**config.mk**
```make
export PLATFORM = sky130hd
export DESIGN_NAME = backtrack_unit
export DESIGN_NICKNAME = d
export VERILOG_FILES = /design/src/rtl/sysdefs_pkg.sv /design/src/rtl/backtrack_unit.sv
export SDC_FILE = /design/constraint.sdc
export NUM_CORES = 1
export LEC_CHECK = 0
export BUFFER_PORTS_ARGS = -buffer_cell sky130_fd_sc_hd__buf_2
export CAP_MARGIN = 10
export CORE_ASPECT_RATIO = 1.25
export CORE_MARGIN = 2
export CORE_UTILIZATION = 40
export DETAILED_ROUTE_END_ITERATION = 8
export PLACE_DENSITY = 0.81
export SYNTH_ARGS = -nofsm -noshare
export SYNTH_HDL_FRONTEND = slang
export SYNTH_SLANG_ARGS = --single-unit
```
**constraint.sdc**
```tcl
create_clock -name clock -period 2.09 [get_ports clock]
set_input_delay 0.1045 -clock clock [delete_from_list [all_inputs] [get_ports clock]]
set_output_delay 0.1045 -clock clock [all_outputs]
set_load 0.02 [all_outputs]
```
**src/rtl/sysdefs_pkg.sv**
```systemverilog
// Shared solver definitions: index width default, backtrack FSM states and
// the trace entry type encoding used by every block that touches the trace.
package sysdefs_pkg;

   localparam int MAX_VARS_BITS_DFLT = 8;

   typedef enum logic [2:0] {
      IDLE = 3'd0,
      SCAN = 3'd1,
      FLIP = 3'd2,
      DONE = 3'd3,
      FAIL = 3'd4
   } bt_state_t;

   typedef enum logic {
      ENTRY_DECIDE = 1'b0,
      ENTRY_FORCED = 1'b1
   } entry_type_t;

endpackage

```
**src/rtl/backtrack_unit.sv**
```systemverilog
// Conflict backtracker: unwinds forced trace entries down to the newest
// decision, then re-asserts that decision inverted as a forced entry.
module backtrack_unit
   import sysdefs_pkg::*;
#(
   parameter int MAX_VARS_BITS = MAX_VARS_BITS_DFLT
) (
   input  logic                     clock,
   input  logic                     reset,
   input  logic                     start,
   output logic                     busy,
   output logic                     done,
   output logic                     unsat,
   input  logic                     trace_empty,
   input  logic                     trace_type,
   input  logic                     trace_val,
   input  logic [MAX_VARS_BITS-1:0] trace_var,
   output logic                     trace_pop,
   output logic                     trace_push,
   output logic                     trace_type_out,
   output logic                     trace_val_out,
   output logic [MAX_VARS_BITS-1:0] trace_var_out,
   output logic                     vs_write,
   output logic                     vs_val,
   output logic                     vs_unassign,
   output logic [MAX_VARS_BITS-1:0] vs_var,
   input  logic                     ds_empty,
   input  logic [MAX_VARS_BITS-1:0] ds_dec_idx,
   output logic                     ds_pop,
   output logic                     dec_write,
   output logic [MAX_VARS_BITS-1:0] dec_back_idx,
   output logic                     imply_clear,
   output logic [MAX_VARS_BITS:0]   pop_count
);

   localparam logic [MAX_VARS_BITS:0] POP_ONE = 1;
   localparam logic [MAX_VARS_BITS:0] POP_MAX = '1;

   bt_state_t                state;
   logic [MAX_VARS_BITS-1:0] lat_var;
   logic                     lat_val;

   // busy/done/unsat are flops so they never glitch with the stack inputs.
   // NOTE: sequential state uses non-blocking assignments so every flop
   // samples pre-edge values regardless of statement order.
   always_ff @(posedge clock or negedge reset) begin
      if (!reset) begin
         state     <= IDLE;
         busy      <= 1'b0;
         done      <= 1'b0;
         unsat     <= 1'b0;
         pop_count <= '0;
         lat_var   <= '0;
         lat_val   <= 1'b0;
      end else begin
         done  <= 1'b0;
         unsat <= 1'b0;
         case (state)
            IDLE: begin
               if (start) begin
                  state     <= SCAN;
                  busy      <= 1'b1;
                  pop_count <= '0;
               end
            end
            SCAN: begin
               if (trace_empty) begin
                  state <= FAIL;
                  done  <= 1'b1;
                  unsat <= 1'b1;
               end else begin
                  if (pop_count != POP_MAX)
                     pop_count <= pop_count + POP_ONE;
                  if (entry_type_t'(trace_type) == ENTRY_DECIDE) begin
                     lat_var <= trace_var;
                     lat_val <= trace_val;
                     state   <= FLIP;
                  end
               end
            end
            FLIP: begin
               done <= 1'b1;
               if (ds_empty) begin
                  state <= FAIL;
                  unsat <= 1'b1;
               end else begin
                  state <= DONE;
               end
            end
            DONE, FAIL: begin
               state <= IDLE;
               busy  <= 1'b0;
            end
            default: begin
               state <= IDLE;
               busy  <= 1'b0;
            end
         endcase
      end
   end

   // Stack and var_state strobes act on the current top, so they are
   // decoded combinationally from state and the stack inputs.
   // NOTE: every output gets a default first so no path infers a latch.
   always_comb begin
      imply_clear    = 1'b0;
      trace_pop      = 1'b0;
      trace_push     = 1'b0;
      trace_type_out = 1'b0;
      trace_val_out  = 1'b0;
      trace_var_out  = '0;
      vs_write       = 1'b0;
      vs_val         = 1'b0;
      vs_unassign    = 1'b0;
      vs_var         = '0;
      ds_pop         = 1'b0;
      dec_write      = 1'b0;
      dec_back_idx   = '0;
      case (state)
         IDLE: begin
            // reset gating keeps imply_clear low while reset is held
            imply_clear = start & reset;
         end
         SCAN: begin
            if (!trace_empty) begin
               vs_write    = 1'b1;
               vs_unassign = 1'b1;
               vs_var      = trace_var;
               trace_pop   = 1'b1;
            end
         end
         FLIP: begin
            if (!ds_empty) begin
               vs_write       = 1'b1;
               vs_var         = lat_var;
               vs_val         = ~lat_val;
               trace_push     = 1'b1;
               trace_type_out = ENTRY_FORCED;
               trace_val_out  = ~lat_val;
               trace_var_out  = lat_var;
               ds_pop         = 1'b1;
               dec_write      = 1'b1;
               dec_back_idx   = ds_dec_idx;
            end
         end
         default: ;
      endcase
   end

endmodule

```
Word level (Yosys, flattened, before mapping)
Cells that the tools add are included.

storage, ports and cells
  output and inout port bits = 46
  input port bits = 23
  logic and storage cells = 56
  flip-flop bits (word level) = 24

cells by class
  add/sub/neg operators = 1
  bitwise logic cells = 5
  multiplexer cells = 29
  reduce and logical (&&, ||, !) cells = 7
  equal/unequal tests = 7

operator list
  cell                                                              number
  8-bit two-way mux                                                 5
  9-bit two-way mux                                                 3
  9-bit case mux with 2 select lines                                1
  8-bit case mux with 2 select lines                                1
  3-bit two-way mux                                                 4
  1-bit two-way mux                                                 10
  9-bit by 1-bit adder with 9-bit output (second input constant)    1
  9-bit inequality test (second input constant)                     1
  3-bit case mux with 3 select lines                                1
  1-bit case mux with 2 select lines                                4
  2-bit inequality test (second input constant)                     3
  1-bit NOT                                                         4
  2-bit AND reduction                                               2
  4-bit AND reduction                                               1
  3-bit by 1-bit == test with 1-bit output (second input constant)  1
  3-bit by 2-bit == test with 1-bit output (second input constant)  1
  3-bit logical NOT                                                 1
  3-bit inequality test (second input constant)                     1
  3-bit AND reduction                                               1
  2-bit nonzero test                                                1
  2-bit OR reduction                                                1
  1-bit AND                                                         1

Depth between registers and ports, before layout
Gate-level depths: netlist of the first run.

  word-level depth = 4
  depth in mapped cells = 10
  gate-level depth less buffers = 9

Least setup slack after synthesis of the first run
No wires, ideal clock.

  path type = reg2reg
  start = reg pop_count[0]
  end = reg pop_count[3]
  buffers on the path = 0
  data required time = 1.956 ns
  data arrival time = 2.045 ns
  stages on the path, launching flop included = 10
  path slack = -0.090 ns
  setup time = 0.134 ns
  period minus slack after synthesis = 2.180 ns
  cells stage by stage = dfrtp_1 -> ha_1 -> and3_1 -> and3_1 -> and3_1 -> ha_1 -> nor3b_1 -> o21ai_1 -> o21ai_0 -> o31ai_1

between the ends
  word-level cells in the longest chain between the ends = 4
  elaborated cells between the ends (all ways) = 7
  those cells by class = 1 x add/sub; 2 x eq/ne; 3 x mux; 1 x reduce/logical

RTL lines
  what                                    line                  text
  start: declaration                      backtrack_unit.sv:33  output logic [MAX_VARS_BITS:0] pop_count
  start signal: assignment                backtrack_unit.sv:73  pop_count <= pop_count + POP_ONE;
  9-bit by 1-bit adder with 9-bit output  backtrack_unit.sv:73
  9-bit two-way mux                       backtrack_unit.sv:72  if (pop_count != POP_MAX)
  9-bit two-way mux                       backtrack_unit.sv:67  if (trace_empty) begin
  9-bit case mux with 2 select lines      backtrack_unit.sv:58  case (state)

Several ways; a longest one is shown, not always the timed one. The select of a mux whose other input is x is not followed.
A chain may end at the register's enable or synchronous reset.

Worst setup path after layout of the first run
  start = reg pop_count[0]
  end = reg pop_count[8]

Same word-level chain as after synthesis.

==> results of run 1 <==
==> synth_stat cells <==
library cell | number | area share, %
a2111oi_1 | 1 | 0.74
a21o_1 | 8 | 4.5
a21oi_1 | 7 | 2.6
a22o_1 | 2 | 1.3
a22oi_1 | 1 | 0.56
a31oi_1 | 4 | 1.9
and2_1 | 18 | 8.4
and3_1 | 7 | 3.3
buf_4 | 6 | 3.3
clkbuf_1 | 4 | 1.1
dfrtp_1 | 24 | 45
ha_1 | 2 | 1.9
inv_1 | 6 | 1.7
mux2_1 | 9 | 7.5
mux2i_1 | 1 | 0.74
nand2_1 | 4 | 1.1
nand2b_1 | 2 | 0.93
nand3_1 | 5 | 1.9
nand3b_1 | 1 | 0.56
nand4_1 | 2 | 0.93
nor2_1 | 3 | 0.84
nor2b_1 | 3 | 1.4
nor3_1 | 1 | 0.37
nor3_2 | 1 | 0.74
nor3b_1 | 1 | 0.56
nor4_1 | 1 | 0.47
nor4b_4 | 1 | 1.8
o211a_1 | 1 | 0.74
o21ai_0 | 5 | 1.9
o21ai_1 | 2 | 0.74
o31ai_1 | 1 | 0.56
or2_1 | 1 | 0.47
==> stage by stage <==
stage          setup WS (ps)  area, um^2  TNS [ps]
2_1_floorplan          2.157        1358         0
3_3_place_gp           57.12        1758         0
3_5_place_dp          -3.266        1758    -3.266
4_1_cts                14.47        1827         0
5_1_grt               -10.63        1873    -19.10
6_report               67.09        1873         0
==> path summary, 6_finish.rpt <==
kind / from / end / cells after the start
min in group asynchronous: reset / pop_count[5]$_DFFE_PN0P_ / 3
worst max-delay path: pop_count[0]$_DFFE_PN0P_ / pop_count[8]$_DFFE_PN0P_ / 8
worst min-delay path: trace_val / lat_val$_DFFE_PN0P_ / 2
worst min register to register: lat_var[4]$_DFFE_PN0P_ / lat_var[4]$_DFFE_PN0P_ / 1
max in group asynchronous: reset / pop_count[1]$_DFFE_PN0P_ / 3
worst max register to register: pop_count[0]$_DFFE_PN0P_ / pop_count[8]$_DFFE_PN0P_ / 8
==> worst register-to-register path, delay by kind of cell (launching register included) <==
family / cells / cell delay (ps)
AO/OA/AOI/OAI: 2 / 390
adder cells (fa/ha/maj): 2 / 350
flip-flops: 1 / 410
AND/OR/NAND/NOR: 4 / 770
==> registers in the layout, summed over array words and instances (netlist names) <==
register   flops
state          3
unsat          1
done           1
busy           1
lat_val        1
pop_count      9
lat_var        8
==> cells by family after synthesis <==
kind of cell | count (synthesis)
AND/OR/NAND/NOR | 51
AO/OA/AOI/OAI | 32
flip-flops | 24
buffers and inverters | 16
multiplexers | 10
adder cells (fa/ha/maj) | 2
==> where the power goes <==
group          internal [mW]  leakage (nW)  switching (mW)
Clock                  0.136        0.0228           0.133
Combinational          0.413         0.738           0.546
Sequential             0.626         0.304          0.0982
Total                   1.17          1.07           0.777
==> per-layer routing <==
metal / track usage [%] / wire [um] / vias to the layer above
met4: 3.571 / 21 / 0
met3: 2.052 / 165 / 2
met1: 20.45 / 1317 / 588
met5: 0 / 0 / -
li1: - / - / 621
met2: 29.46 / 1658 / 36
==> repair_timing <==
| item | CTS | global route |
|---|---|---|
| endpoints found under the setup margin | 4 | 9 |
| buffers inserted | 0 | 1 |
| pin swaps | 1 | 2 |
| endpoints found under the hold margin | 24 | 0 |
| hold buffers | 1 | 0 |
| resized for setup | 5 | 9 |
==> area by class of cell <==
cell class / instances / area [um^2] / share of cell area (%)
Multi-Input combinational cell: 95 / 723.2 / 38.61
Sequential cell: 24 / 603.1 / 32.20
Timing Repair Buffer: 80 / 432.9 / 23.11
Tap cell: 37 / 46.29 / 2.472
Clock buffer: 4 / 45.04 / 2.405
Inverter: 6 / 22.52 / 1.202
==> impl_results.html, run 1 <==
<table>
<tr><th>Metric</th><th>Value</th></tr>
<tr><th colspan="2">Outcome</th></tr>
<tr><td>Result of the run</td><td>finished clean</td></tr>
<tr><th colspan="2">Critical path</th></tr>
<tr><td>Cell type of the slowest stage on the worst timing path</td><td>dfrtp_2</td></tr>
<tr><td>Setup slack on the worst flop-to-flop path</td><td>70 ps</td></tr>
<tr><td>Worst setup EP type</td><td>flip-flop</td></tr>
<tr><td>Cells along the critical path</td><td>ha_2 -&gt; and3_4 -&gt; and3_4 -&gt; and3_4 -&gt; ha_4 -&gt; nor3b_4 -&gt; o21ai_4 -&gt; a22o_1</td></tr>
<tr><td>Crit-path leading delay family</td><td>simple AND/OR/NAND/NOR gates</td></tr>
<tr><td>Most Frequent Cell on Critical Path</td><td>and3_4</td></tr>
<tr><td>Startpoint type of the worst setup path</td><td>flip-flop</td></tr>
<tr><td>Largest fanout on the critical path</td><td>8</td></tr>
<tr><td>Arrival time at the worst endpoint</td><td>approximately 2200 ps</td></tr>
<tr><td>Type of the worst setup path</td><td>flip-flop to flip-flop</td></tr>
<tr><td>Combined buffer and inverter count along the critical path</td><td>0</td></tr>
<tr><td>Worst EP required</td><td>between 2000 and 2500 ps</td></tr>
<tr><td>Longest individual stage delay on the worst path</td><td>between 400 and 500 ps</td></tr>
<tr><th colspan="2">Synth</th></tr>
<tr><td>Post-synthesis share of cell area spent on xor and xnor gates</td><td>0%</td></tr>
<tr><td>Multiplexer fraction of the synthesized cell area</td><td>under 10%</td></tr>
<tr><td>Syn nets</td><td>160</td></tr>
<tr><td>Number of instances in the synthesized netlist</td><td>approximately 140</td></tr>
<tr><td>Sequential-to-total area share from yosys stat</td><td>between 40 and 50%</td></tr>
<tr><td>Area of the mapped netlist</td><td>~0.0013 mm^2</td></tr>
<tr><td>Simple-gate share of the synthesized area</td><td>between 20% and 30%</td></tr>
<tr><td>Per-instance average area after synthesis</td><td>9.963 um^2</td></tr>
<tr><td>Synth Register Bits</td><td>24</td></tr>
<tr><td>Count of warnings emitted by yosys</td><td>0</td></tr>
<tr><td>Largest family of logic cells by synthesized area</td><td>simple AND/OR/NAND/NOR gates</td></tr>
<tr><td>Synth Area in Adders</td><td>1.860%</td></tr>
<tr><td>Share of the synthesized area in compound gates (AO/OA/AOI/OAI)</td><td>15.44%</td></tr>
<tr><td>Number of distinct standard cells referenced by the synthesized netlist</td><td>32</td></tr>
<tr><th colspan="2">Clocking</th></tr>
<tr><td>Buffer type at the clock tree root</td><td>clkbuf_8</td></tr>
<tr><td>CTS clock-pin slew for the worst setup and hold paths</td><td>~80 ps</td></tr>
<tr><td>Sinks on the clock net</td><td>24</td></tr>
<tr><td>Clock latency reported for the late side of the worst-skew pair</td><td>~260 ps</td></tr>
<tr><td># H-tree levels</td><td>1</td></tr>
<tr><td>Total CTS buffers</td><td>3</td></tr>
<tr><td>Maximum root-to-sink buffer count</td><td>2</td></tr>
<tr><td>TritonCTS clock tree</td><td>yes</td></tr>
<tr><th colspan="2">STA</th></tr>
<tr><td>Worst-margin pin slew</td><td>approximately 380 ps</td></tr>
<tr><td>Final cycle utilization of the critical path</td><td>96.79%</td></tr>
<tr><td>Final critical path time including I/O delays and setup</td><td>2023 ps</td></tr>
<tr><td>Post-Route Hold Slack</td><td>66.12 ps</td></tr>
<tr><td>Worst setup skew after layout</td><td>between 4 and 5 ps</td></tr>
<tr><td>Highest clock rate</td><td>slightly below 500 MHz</td></tr>
<tr><td>Worst slew margin relative to its limit</td><td>between 70% and 80%</td></tr>
<tr><td>Max-slew violations</td><td>0</td></tr>
<tr><td>Final Hold Vio Count</td><td>0</td></tr>
<tr><td>Final-report setup violation count</td><td>0</td></tr>
<tr><th colspan="2">GRT</th></tr>
<tr><td>First-pass GRT wire length</td><td>between 4 and 5 mm</td></tr>
<tr><td>Maximum number of pins on one net before global-route repair</td><td>25</td></tr>
<tr><td>Total overflow reported by the global router</td><td>0</td></tr>
<tr><td>Initial antenna violation count</td><td>0</td></tr>
<tr><td>GR Util All Layers</td><td>between 10% and 20%</td></tr>
<tr><td>Number of global-route vias before repair</td><td>1132</td></tr>
<tr><th colspan="2">Pwr</th></tr>
<tr><td>Worst voltage drop across the vdd grid</td><td>about 670 uV</td></tr>
<tr><td>Post-route total power</td><td>~2 mW</td></tr>
<tr><td>Power per cell area</td><td>roughly 1000 mW/mm^2</td></tr>
<tr><td>Static leakage power</td><td>approximately 1.1 nW</td></tr>
<tr><th colspan="2">Placed design</th></tr>
<tr><td>Hpwl dp</td><td>around 2.4 mm</td></tr>
<tr><td>Placed cell count</td><td>between 200 and 250</td></tr>
<tr><td>Placer congestion estimate</td><td>around 0.79</td></tr>
<tr><td>Count of port buffers added during placement</td><td>slightly below 70</td></tr>
<tr><th colspan="2">Cells and area</th></tr>
<tr><td>Number of antenna cells inserted</td><td>0</td></tr>
<tr><td>Most common cell after layout, fill and taps aside</td><td>buf_2</td></tr>
<tr><td>Fraction of final layout cells with drive strength greater than 1</td><td>between 40 and 50%</td></tr>
<tr><td>Filler instances</td><td>between 300 and 400</td></tr>
<tr><td>Net count, final</td><td>around 240</td></tr>
<tr><td>Most used cells in the layout excluding fill and tap cells</td><td>buf_2, dfrtp_1, and2_1</td></tr>
<tr><td>Area growth from synthesis to layout</td><td>39.26%</td></tr>
<tr><td>Final standard cell utilization of the core</td><td>58.11%</td></tr>
<tr><td>Fin cells</td><td>246</td></tr>
<tr><th colspan="2">Routing</th></tr>
<tr><td>Violation count after the first detailed-route iteration</td><td>25</td></tr>
<tr><td>Pre-antenna DRT Iters</td><td>4</td></tr>
<tr><td>Remaining number of nets flagged by the antenna check after routing</td><td>0</td></tr>
<tr><td>Post-Route WL</td><td>roughly 3.2 mm</td></tr>
<tr><td>Post-detailed-route wirelength per cell</td><td>12.86 um</td></tr>
<tr><td>Vias after detailed routing</td><td>1247</td></tr>
<tr><td>DRC violation count after routing</td><td>0</td></tr>
<tr><td>Per-cell via count in the routed design</td><td>between 5 and 6</td></tr>
<tr><th colspan="2">Die</th></tr>
<tr><td>Row count</td><td>23</td></tr>
<tr><td>X dimension of the die</td><td>approximately 56 um</td></tr>
<tr><td>Die area</td><td>between 0.003 and 0.004 mm^2</td></tr>
<tr><td>Area of the placeable core</td><td>~0.0032 mm^2</td></tr>
<tr><td>Initial core utilization</td><td>between 40% and 50%</td></tr>
<tr><td>I/O pin count</td><td>69</td></tr>
<tr><td>Die extent in y</td><td>~69 um</td></tr>
<tr><th colspan="2">Worst hold path</th></tr>
<tr><td>Worst Hold Class</td><td>input port to flip-flop</td></tr>
<tr><th colspan="2">Run</th></tr>
<tr><td>Max-cap violation count</td><td>0</td></tr>
</table>
Power figures use the tool's default switching activity.
==> inputs of run 2 (changes only) <==
==> constraint.sdc (replaced) <==
create_clock -name clock -period 1.7 [get_ports clock]
set_input_delay 0.085 -clock clock [delete_from_list [all_inputs] [get_ports clock]]
set_output_delay 0.085 -clock clock [all_outputs]
set_load 0.02 [all_outputs]
==> run 2 against run 1 <==
Net effect:
- combinational power up 63%
- critical endpoint is now pop_count[6]$_DFFE_PN0P_
- highest routed layer unchanged
- the flow now finishes with violations (negative setup slack)
- register-to-register slack lost 270 ps
- critical path depth is 1 higher
==> impl_results.html, run 2 (synthesis results as in run 1) <==
<table>
<tr><th>Metric</th><th>Value</th></tr>
<tr><th colspan="2">Worst hold path</th></tr>
<tr><td>Worst Hold Class</td><td>input port to flip-flop (unchanged)</td></tr>
<tr><td>Capture endpoint of the worst hold path</td><td>lat_val$_DFFE_PN0P_ (unchanged)</td></tr>
<tr><td>Hold path start</td><td>trace_val (unchanged)</td></tr>
<tr><td>Worst hold path depth</td><td>2 (unchanged)</td></tr>
<tr><th colspan="2">STA</th></tr>
<tr><td>Worst slew margin relative to its limit</td><td>73.31% (was 74.61%)</td></tr>
<tr><td>Unrepaired setup endpoints after global routing</td><td>yes</td></tr>
<tr><td>Final cycle utilization of the critical path</td><td>112.2% (was 96.79%)</td></tr>
<tr><td>Worst Slack Setup Final</td><td>-207.9 ps (was 67.09 ps)</td></tr>
<tr><td>Worst-margin pin slew</td><td>398.9 ps (was 379.5 ps)</td></tr>
<tr><td>Final-report setup violation count</td><td>18 (was 0)</td></tr>
<tr><td>Max-slew violations</td><td>0 (unchanged)</td></tr>
<tr><td>Fin Setup TNS</td><td>-1618 ps (was 0 ps)</td></tr>
<tr><td>Final critical path time including I/O delays and setup</td><td>1908 ps (was 2023 ps)</td></tr>
<tr><td>Highest clock rate</td><td>524.1 MHz (was 494.3 MHz)</td></tr>
<tr><td>Post-Route Hold Slack</td><td>47.21 ps (was 66.12 ps)</td></tr>
<tr><td>Worst setup skew after layout</td><td>4.515 ps (was 4.840 ps)</td></tr>
<tr><td>Final Hold Vio Count</td><td>0 (unchanged)</td></tr>
<tr><th colspan="2">Critical path</th></tr>
<tr><td>Startpoint of the worst register-to-register path</td><td>pop_count[0]$_DFFE_PN0P_ (unchanged)</td></tr>
<tr><td>Arrival time at the worst endpoint</td><td>2070 ps (was 2170 ps)</td></tr>
<tr><td>Setup slack on the worst flop-to-flop path</td><td>-210 ps (was 70 ps)</td></tr>
<tr><td>Most Frequent Cell on Critical Path</td><td>and3_4 (unchanged)</td></tr>
<tr><td>Crit-path leading delay family</td><td>simple AND/OR/NAND/NOR gates (unchanged)</td></tr>
<tr><td>Combined buffer and inverter count along the critical path</td><td>0 (unchanged)</td></tr>
<tr><td>Longest individual stage delay on the worst path</td><td>430 ps (was 410 ps)</td></tr>
<tr><td>Largest fanout on the critical path</td><td>8 (unchanged)</td></tr>
<tr><td>Cell type of the slowest stage on the worst timing path</td><td>dfrtp_2 (unchanged)</td></tr>
<tr><td>Worst EP required</td><td>1860 ps (was 2240 ps)</td></tr>
<tr><td>Worst r2r dst</td><td>pop_count[6]$_DFFE_PN0P_ (was pop_count[8]$_DFFE_PN0P_)</td></tr>
<tr><td>Worst setup EP type</td><td>flip-flop (unchanged)</td></tr>
<tr><td>Cells along the critical path</td><td>ha_4 -&gt; and3_4 -&gt; and3_4 -&gt; and3_4 -&gt; ha_4 -&gt; nor3b_4 -&gt; o21ai_4 -&gt; a31oi_1 -&gt; o21ai_1 (was ha_2 -&gt; and3_4 -&gt; and3_4 -&gt; and3_4 -&gt; ha_4 -&gt; nor3b_4 -&gt; o21ai_4 -&gt; a22o_1)</td></tr>
<tr><td>Startpoint type of the worst setup path</td><td>flip-flop (unchanged)</td></tr>
<tr><td>Worst reg2reg path depth</td><td>9 (was 8)</td></tr>
<tr><td>Type of the worst setup path</td><td>flip-flop to flip-flop (unchanged)</td></tr>
<tr><td>Critical path startpoint</td><td>pop_count[0]$_DFFE_PN0P_ (unchanged)</td></tr>
<tr><th colspan="2">Routing</th></tr>
<tr><td>Per-cell via count in the routed design</td><td>5.101 (was 5.069)</td></tr>
<tr><td>Post-detailed-route wirelength per cell</td><td>13.78 um (was 12.86 um)</td></tr>
<tr><td>Vias after detailed routing</td><td>1367 (was 1247)</td></tr>
<tr><td>Remaining number of nets flagged by the antenna check after routing</td><td>0 (unchanged)</td></tr>
<tr><td>Pre-antenna DRT Iters</td><td>6 (was 4)</td></tr>
<tr><td>DRC violation count after routing</td><td>0 (unchanged)</td></tr>
<tr><td>Post-Route WL</td><td>3.694 mm (was 3.163 mm)</td></tr>
<tr><td>Violation count after the first detailed-route iteration</td><td>29 (was 25)</td></tr>
<tr><th colspan="2">Die</th></tr>
<tr><td>Die area</td><td>0.003845 mm^2 (unchanged)</td></tr>
<tr><td>X dimension of the die</td><td>55.87 um (unchanged)</td></tr>
<tr><td>Row count</td><td>23 (unchanged)</td></tr>
<tr><td>Area of the placeable core</td><td>0.003223 mm^2 (unchanged)</td></tr>
<tr><td>I/O pin count</td><td>69 (unchanged)</td></tr>
<tr><td>Die extent in y</td><td>68.83 um (unchanged)</td></tr>
<tr><td>Initial core utilization</td><td>41.73% (unchanged)</td></tr>
<tr><th colspan="2">GRT</th></tr>
<tr><td>GR Util All Layers</td><td>18.08% (was 16.02%)</td></tr>
<tr><td>Maximum number of pins on one net before global-route repair</td><td>25 (unchanged)</td></tr>
<tr><td>Initial antenna violation count</td><td>0 (unchanged)</td></tr>
<tr><td>Total overflow reported by the global router</td><td>0 (unchanged)</td></tr>
<tr><td>First-pass GRT wire length</td><td>5.457 mm (was 4.961 mm)</td></tr>
<tr><td>Number of global-route vias before repair</td><td>1217 (was 1132)</td></tr>
<tr><th colspan="2">Placed design</th></tr>
<tr><td>Hpwl dp</td><td>2.620 mm (was 2.392 mm)</td></tr>
<tr><td>Placer congestion estimate</td><td>0.8358 (was 0.7860)</td></tr>
<tr><td>Count of port buffers added during placement</td><td>68 (unchanged)</td></tr>
<tr><th colspan="2">Outcome</th></tr>
<tr><td>Result of the run</td><td>complete, but fails checks (was finished clean)</td></tr>
<tr><td>Failing checks</td><td>negative setup slack</td></tr>
<tr><th colspan="2">Pwr</th></tr>
<tr><td>Static leakage power</td><td>1.220 nW (was 1.065 nW)</td></tr>
<tr><td>Worst voltage drop across the vdd grid</td><td>1198 uV (was 674.0 uV)</td></tr>
<tr><td>Power per cell area</td><td>1273 mW/mm^2 (was 1042 mW/mm^2)</td></tr>
<tr><th colspan="2">Run</th></tr>
<tr><td>Max-cap violation count</td><td>0 (unchanged)</td></tr>
<tr><th colspan="2">Cells and area</th></tr>
<tr><td>Max reg flops</td><td>9 (unchanged)</td></tr>
<tr><td>Most common cell after layout, fill and taps aside</td><td>buf_2 (unchanged)</td></tr>
<tr><td>Largest registers in the final layout</td><td>pop_count (9), lat_var (8), state (3) (unchanged)</td></tr>
<tr><td>Most used cells in the layout excluding fill and tap cells</td><td>buf_2, buf_4, dfrtp_1, buf_6, and2_1 (was buf_2, dfrtp_1, and2_1)</td></tr>
<tr><td>Fraction of final layout cells with drive strength greater than 1</td><td>54.55% (was 45.93%)</td></tr>
<tr><td>Net count, final</td><td>257 (was 235)</td></tr>
<tr><td>Final standard cell utilization of the core</td><td>68.91% (was 58.11%)</td></tr>
<tr><td>Most flop-heavy register</td><td>pop_count (unchanged)</td></tr>
<tr><td>Filler instances</td><td>250 (was 313)</td></tr>
<tr><td>Area growth from synthesis to layout</td><td>65.12% (was 39.26%)</td></tr>
<tr><td>Number of antenna cells inserted</td><td>0 (unchanged)</td></tr>
<tr><th colspan="2">Clocking</th></tr>
<tr><td># H-tree levels</td><td>1 (unchanged)</td></tr>
<tr><td>Maximum root-to-sink buffer count</td><td>2 (unchanged)</td></tr>
<tr><td>TritonCTS clock tree</td><td>yes (unchanged)</td></tr>
<tr><td>Sinks on the clock net</td><td>24 (unchanged)</td></tr>
<tr><td>Total CTS buffers</td><td>3 (unchanged)</td></tr>
<tr><td>Buffer type at the clock tree root</td><td>clkbuf_8 (unchanged)</td></tr>
<tr><td>CTS clock-pin slew for the worst setup and hold paths</td><td>90 ps (was 80 ps)</td></tr>
<tr><td>Clock latency reported for the late side of the worst-skew pair</td><td>260 ps (about the same)</td></tr>
</table>
## run 2: what timing repair did
action | CTS | global route
setup buffers | 7 | 6
hold buffers | 1 | 0
pin swaps | 8 | 13
gates cloned | 1 | 0
gates resized for setup | 11 | 48
endpoints found under the setup margin | 25 | 27
endpoints found under the hold margin | 24 | 0
## run 2: metrics by stage
step	total power [mW]	instance area [um^2]	setup WS, ps	instances
3_5_place_dp	2.122	1866	-309.1	249
3_3_place_gp	2.082	1866	-238.7	249
2_1_floorplan	1.668	1398	-263.5	135
4_1_cts	2.653	2028	-215.4	262
6_report	2.827	2221	-207.9	268
5_1_grt	3.010	2221	-283.9	268
## run 2: where the power goes
| group | leakage (nW) | switching [mW] | internal (mW) |
|---|---|---|---|
| clock network | 0.0288 | 0.178 | 0.206 |
| logic | 0.887 | 0.788 | 0.775 |
| registers | 0.304 | 0.108 | 0.772 |
## run 2: per-layer routing
metal  share of wire [%]  track usage, %  vias to the layer above
li1                    -               -                      670
met2                  53           32.29                       44
met3                 5.0           2.799                        5
met4                0.84           5.952                        0
met1                  41           22.79                      648
met5                   0               0                        -
## run 2: area by class of cell
| cell class | count | area (um^2) | area share [%] |
|---|---|---|---|
| Multi-Input combinational cell | 95 | 760.7 | 34.25 |
| Timing Repair Buffer | 102 | 733.2 | 33.01 |
| Sequential cell | 24 | 603.1 | 27.15 |
| Clock buffer | 4 | 55.05 | 2.479 |
| Tap cell | 37 | 46.29 | 2.085 |
| Inverter | 6 | 22.52 | 1.014 |
## run 2: worst max path at each step
stage | end | depth (start not counted)
after CTS | pop_count[6]$_DFFE_PN0P_ | 9
after floorplan | pop_count[1]$_DFFE_PN0P_ | 8
final | pop_count[6]$_DFFE_PN0P_ | 9
after global placement | pop_count[6]$_DFFE_PN0P_ | 9
after global routing | pop_count[3]$_DFFE_PN0P_ | 9
after detailed placement | pop_count[6]$_DFFE_PN0P_ | 9
==> inputs of run 3 (changes only) <==
--- a/config.mk
+++ b/config.mk
@@ -11,6 +11,7 @@
 export CORE_MARGIN = 2
 export CORE_UTILIZATION = 40
 export DETAILED_ROUTE_END_ITERATION = 8
+export GPL_TIMING_DRIVEN = 0
 export PLACE_DENSITY = 0.81
 export SYNTH_ARGS = -nofsm -noshare
 export SYNTH_HDL_FRONTEND = slang
==> run 3 against run 2 <==
Net effect:
- non-clock buffer count down 12
- first-iteration DRC count grew 17%
- the flow still finishes with violations (negative setup slack)
- sequential share of layout area increased by 2.6 points
- sequential power rose by 5.3%
- total power fell by 1.5%
- count of clock-buffer cells in the layout fell by 1
- die area stayed put
- critical path depth decreased by 1
- final cell count decreased by 4.5%
- worst hold slack better by 3.8 ps
- routed wire length is 1.9% higher
- utilization down 5.7 points
==> impl_results.html, run 3 (synthesis results as in run 1) <==
<table>
<tr><th>Metric</th><th>Value</th></tr>
<tr><th colspan="2">Die</th></tr>
<tr><td>Die extent in y</td><td>68.83 um (unchanged)</td></tr>
<tr><td>Row count</td><td>23 (unchanged)</td></tr>
<tr><td>I/O pin count</td><td>69 (unchanged)</td></tr>
<tr><td>Die area</td><td>0.003845 mm^2 (unchanged)</td></tr>
<tr><td>Area of the placeable core</td><td>0.003223 mm^2 (unchanged)</td></tr>
<tr><td>Initial core utilization</td><td>41.73% (unchanged)</td></tr>
<tr><td>X dimension of the die</td><td>55.87 um (unchanged)</td></tr>
<tr><th colspan="2">STA</th></tr>
<tr><td>Final critical path time including I/O delays and setup</td><td>1988 ps (was 1908 ps)</td></tr>
<tr><td>Unrepaired setup endpoints after global routing</td><td>yes (unchanged)</td></tr>
<tr><td>Final-report setup violation count</td><td>10 (was 18)</td></tr>
<tr><td>Worst slew margin relative to its limit</td><td>63.55% (was 73.31%)</td></tr>
<tr><td>Worst Slack Setup Final</td><td>-288.1 ps (was -207.9 ps)</td></tr>
<tr><td>Worst setup skew after layout</td><td>4.744 ps (was 4.515 ps)</td></tr>
<tr><td>Final Hold Vio Count</td><td>0 (unchanged)</td></tr>
<tr><td>Worst-margin pin slew</td><td>546.7 ps (was 398.9 ps)</td></tr>
<tr><td>Final cycle utilization of the critical path</td><td>116.9% (was 112.2%)</td></tr>
<tr><td>Max-slew violations</td><td>0 (unchanged)</td></tr>
<tr><td>Post-Route Hold Slack</td><td>50.98 ps (was 47.21 ps)</td></tr>
<tr><td>Highest clock rate</td><td>503.0 MHz (was 524.1 MHz)</td></tr>
<tr><th colspan="2">Clocking</th></tr>
<tr><td>CTS clock-pin slew for the worst setup and hold paths</td><td>80 ps (was 90 ps)</td></tr>
<tr><td>Maximum root-to-sink buffer count</td><td>2 (unchanged)</td></tr>
<tr><td>Buffer type at the clock tree root</td><td>clkbuf_8 (unchanged)</td></tr>
<tr><td># H-tree levels</td><td>1 (unchanged)</td></tr>
<tr><td>Clock latency reported for the late side of the worst-skew pair</td><td>260 ps (about the same)</td></tr>
<tr><td>Sinks on the clock net</td><td>24 (unchanged)</td></tr>
<tr><td>TritonCTS clock tree</td><td>yes (unchanged)</td></tr>
<tr><td>Total CTS buffers</td><td>3 (unchanged)</td></tr>
<tr><th colspan="2">Critical path</th></tr>
<tr><td>Setup slack on the worst flop-to-flop path</td><td>-290 ps (was -210 ps)</td></tr>
<tr><td>Cells along the critical path</td><td>and3_4 -&gt; and3_4 -&gt; and3_4 -&gt; ha_4 -&gt; inv_2 -&gt; and2_4 -&gt; a21oi_1 -&gt; a31oi_4 (was ha_4 -&gt; and3_4 -&gt; and3_4 -&gt; and3_4 -&gt; ha_4 -&gt; nor3b_4 -&gt; o21ai_4 -&gt; a31oi_1 -&gt; o21ai_1)</td></tr>
<tr><td>Crit-path leading delay family</td><td>simple AND/OR/NAND/NOR gates (unchanged)</td></tr>
<tr><td>Startpoint type of the worst setup path</td><td>flip-flop (unchanged)</td></tr>
<tr><td>Largest fanout on the critical path</td><td>7 (was 8)</td></tr>
<tr><td>Cell type of the slowest stage on the worst timing path</td><td>dfrtp_1 (was dfrtp_2)</td></tr>
<tr><td>Crit path capture</td><td>pop_count[2]$_DFFE_PN0P_ (was pop_count[6]$_DFFE_PN0P_)</td></tr>
<tr><td>Worst setup EP type</td><td>flip-flop (unchanged)</td></tr>
<tr><td>Startpoint of the worst register-to-register path</td><td>pop_count[2]$_DFFE_PN0P_ (was pop_count[0]$_DFFE_PN0P_)</td></tr>
<tr><td>Worst reg2reg path depth</td><td>8 (was 9)</td></tr>
<tr><td>Worst r2r dst</td><td>pop_count[2]$_DFFE_PN0P_ (was pop_count[6]$_DFFE_PN0P_)</td></tr>
<tr><td>Combined buffer and inverter count along the critical path</td><td>1 (was 0)</td></tr>
<tr><td>Arrival time at the worst endpoint</td><td>2120 ps (was 2070 ps)</td></tr>
<tr><td>Longest individual stage delay on the worst path</td><td>500 ps (was 430 ps)</td></tr>
<tr><td>Critical path startpoint</td><td>pop_count[2]$_DFFE_PN0P_ (was pop_count[0]$_DFFE_PN0P_)</td></tr>
<tr><td>Type of the worst setup path</td><td>flip-flop to flip-flop (unchanged)</td></tr>
<tr><td>Worst EP required</td><td>1830 ps (was 1860 ps)</td></tr>
<tr><td>Total number of cells along the worst setup path</td><td>8 (was 9)</td></tr>
<tr><td>Most Frequent Cell on Critical Path</td><td>and3_4 (unchanged)</td></tr>
<tr><th colspan="2">Routing</th></tr>
<tr><td>DRC violation count after routing</td><td>0 (unchanged)</td></tr>
<tr><td>Post-detailed-route wirelength per cell</td><td>14.71 um (was 13.78 um)</td></tr>
<tr><td>Remaining number of nets flagged by the antenna check after routing</td><td>0 (unchanged)</td></tr>
<tr><td>Vias after detailed routing</td><td>1330 (was 1367)</td></tr>
<tr><td>Per-cell via count in the routed design</td><td>5.195 (was 5.101)</td></tr>
<tr><td>Violation count after the first detailed-route iteration</td><td>34 (was 29)</td></tr>
<tr><td>Pre-antenna DRT Iters</td><td>4 (was 6)</td></tr>
<tr><td>Post-Route WL</td><td>3.766 mm (was 3.694 mm)</td></tr>
<tr><td>Wire length on met3</td><td>229 um (was 185 um)</td></tr>
<tr><td>Highest signal layer in the routed design</td><td>met4 (unchanged)</td></tr>
<tr><td>Detail Route met2 WL</td><td>2.031 mm (was 1.964 mm)</td></tr>
<tr><td>Sum of routed wire segments on met1</td><td>1.405 mm (was 1.513 mm)</td></tr>
<tr><th colspan="2">Cells and area</th></tr>
<tr><td>Fraction of final layout cells with drive strength greater than 1</td><td>51.14% (was 54.55%)</td></tr>
<tr><td>Area taken by flip-flops and latches</td><td>605.6 um^2 (was 603.1 um^2)</td></tr>
<tr><td>Number of antenna cells inserted</td><td>0 (unchanged)</td></tr>
<tr><td>Max reg flops</td><td>9 (unchanged)</td></tr>
<tr><td>Most common cell after layout, fill and taps aside</td><td>buf_2 (unchanged)</td></tr>
<tr><td>Area of the multi-input gates</td><td>765.7 um^2 (was 760.7 um^2)</td></tr>
<tr><td>Most flop-heavy register</td><td>pop_count (unchanged)</td></tr>
<tr><td>Area growth from synthesis to layout</td><td>51.35% (was 65.12%)</td></tr>
<tr><td>Filler instances</td><td>288 (was 250)</td></tr>
<tr><td>Most used cells in the layout excluding fill and tap cells</td><td>buf_2, dfrtp_1, buf_4 (was buf_2, buf_4, dfrtp_1, buf_6, and2_1)</td></tr>
<tr><td>Final standard cell utilization of the core</td><td>63.16% (was 68.91%)</td></tr>
<tr><td>Largest registers in the final layout</td><td>pop_count (9), lat_var (8), state (3) (unchanged)</td></tr>
<tr><td>Net count, final</td><td>245 (was 257)</td></tr>
<tr><th colspan="2">Worst hold path</th></tr>
<tr><td>Worst Hold Class</td><td>input port to flip-flop (unchanged)</td></tr>
<tr><th colspan="2">Pwr</th></tr>
<tr><td>Power per cell area</td><td>1367 mW/mm^2 (was 1273 mW/mm^2)</td></tr>
<tr><td>Worst voltage drop across the vdd grid</td><td>833.3 uV (was 1198 uV)</td></tr>
<tr><td>Static leakage power</td><td>1.137 nW (was 1.220 nW)</td></tr>
<tr><td>Post-route total power</td><td>2.783 mW (was 2.827 mW)</td></tr>
<tr><th colspan="2">GRT</th></tr>
<tr><td>Number of global-route vias before repair</td><td>1216 (was 1217)</td></tr>
<tr><td>First-pass GRT wire length</td><td>5.533 mm (was 5.457 mm)</td></tr>
<tr><td>Total overflow reported by the global router</td><td>0 (unchanged)</td></tr>
<tr><td>Maximum number of pins on one net before global-route repair</td><td>26 (was 25)</td></tr>
<tr><td>Initial antenna violation count</td><td>0 (unchanged)</td></tr>
<tr><td>GR Util All Layers</td><td>18.37% (was 18.08%)</td></tr>
<tr><th colspan="2">Placed design</th></tr>
<tr><td>Count of port buffers added during placement</td><td>68 (unchanged)</td></tr>
<tr><td>Hpwl dp</td><td>2.508 mm (was 2.620 mm)</td></tr>
<tr><td>Placer congestion estimate</td><td>0.7478 (was 0.8358)</td></tr>
<tr><th colspan="2">Outcome</th></tr>
<tr><td>Failing checks</td><td>negative setup slack (unchanged)</td></tr>
<tr><td>Result of the run</td><td>complete, but fails checks (unchanged)</td></tr>
<tr><th colspan="2">Run</th></tr>
<tr><td>Max-cap violation count</td><td>0 (unchanged)</td></tr>
</table>
==> run 3: routing by layer <==
layer  vias to the layer above  global-route usage [%]
met5                         -                       0
met4                         0                   5.357
met3                         6                   3.918
met2                        46                   35.42
met1                       634                   20.66
li1                        644                       -
==> run 3: layout make-up <==
class / count / area share [%]
Multi-Input combinational cell: 95 / 37.62
Sequential cell: 24 / 29.75
Timing Repair Buffer: 81 / 21.94
Buffer: 9 / 3.811
Tap cell: 37 / 2.274
Clock buffer: 3 / 2.028
Clock inverter: 1 / 1.475
Inverter: 6 / 1.106
==> run 3: worst min-delay path by stage <==
stage	startpoint	to	cells past startpoint
floorplan	reset	busy$_DFFE_PN0P_	0
detailed placement	reset	pop_count[6]$_DFFE_PN0P_	1
finish	trace_val	lat_val$_DFFE_PN0P_	2
CTS	trace_val	lat_val$_DFFE_PN0P_	2
global placement	reset	pop_count[8]$_DFFE_PN0P_	1
global route	trace_val	lat_val$_DFFE_PN0P_	2
==> run 3: where the power goes <==
group	internal [mW]	leakage, nW	switching (mW)
sequential	0.773	0.301	0.153
clock	0.314	0.0357	0.185
combinational	0.604	0.800	0.753
total	1.69	1.14	1.09
==> run 3: repair_timing <==
action | in CTS | in global routing
endpoints found under the setup margin | 51 | 26
gates resized for setup | 17 | 11
pin swaps | 8 | 4
setup buffers | 8 | 4
endpoints found under the hold margin | 24 | 0
hold buffers | 1 | 0
==> run 3: stage by stage <==
stage	setup slack, ps	setup TNS (ps)	cells	cell area, um^2
2_1_floorplan	-263.5	-2209	135	1398
5_1_grt	-375.4	-3287	256	2036
4_1_cts	-301.8	-2546	253	1982
6_report	-288.1	-2366	256	2036
3_3_place_gp	-329.4	-5241	240	1784
3_5_place_dp	-361.5	-5761	240	1784
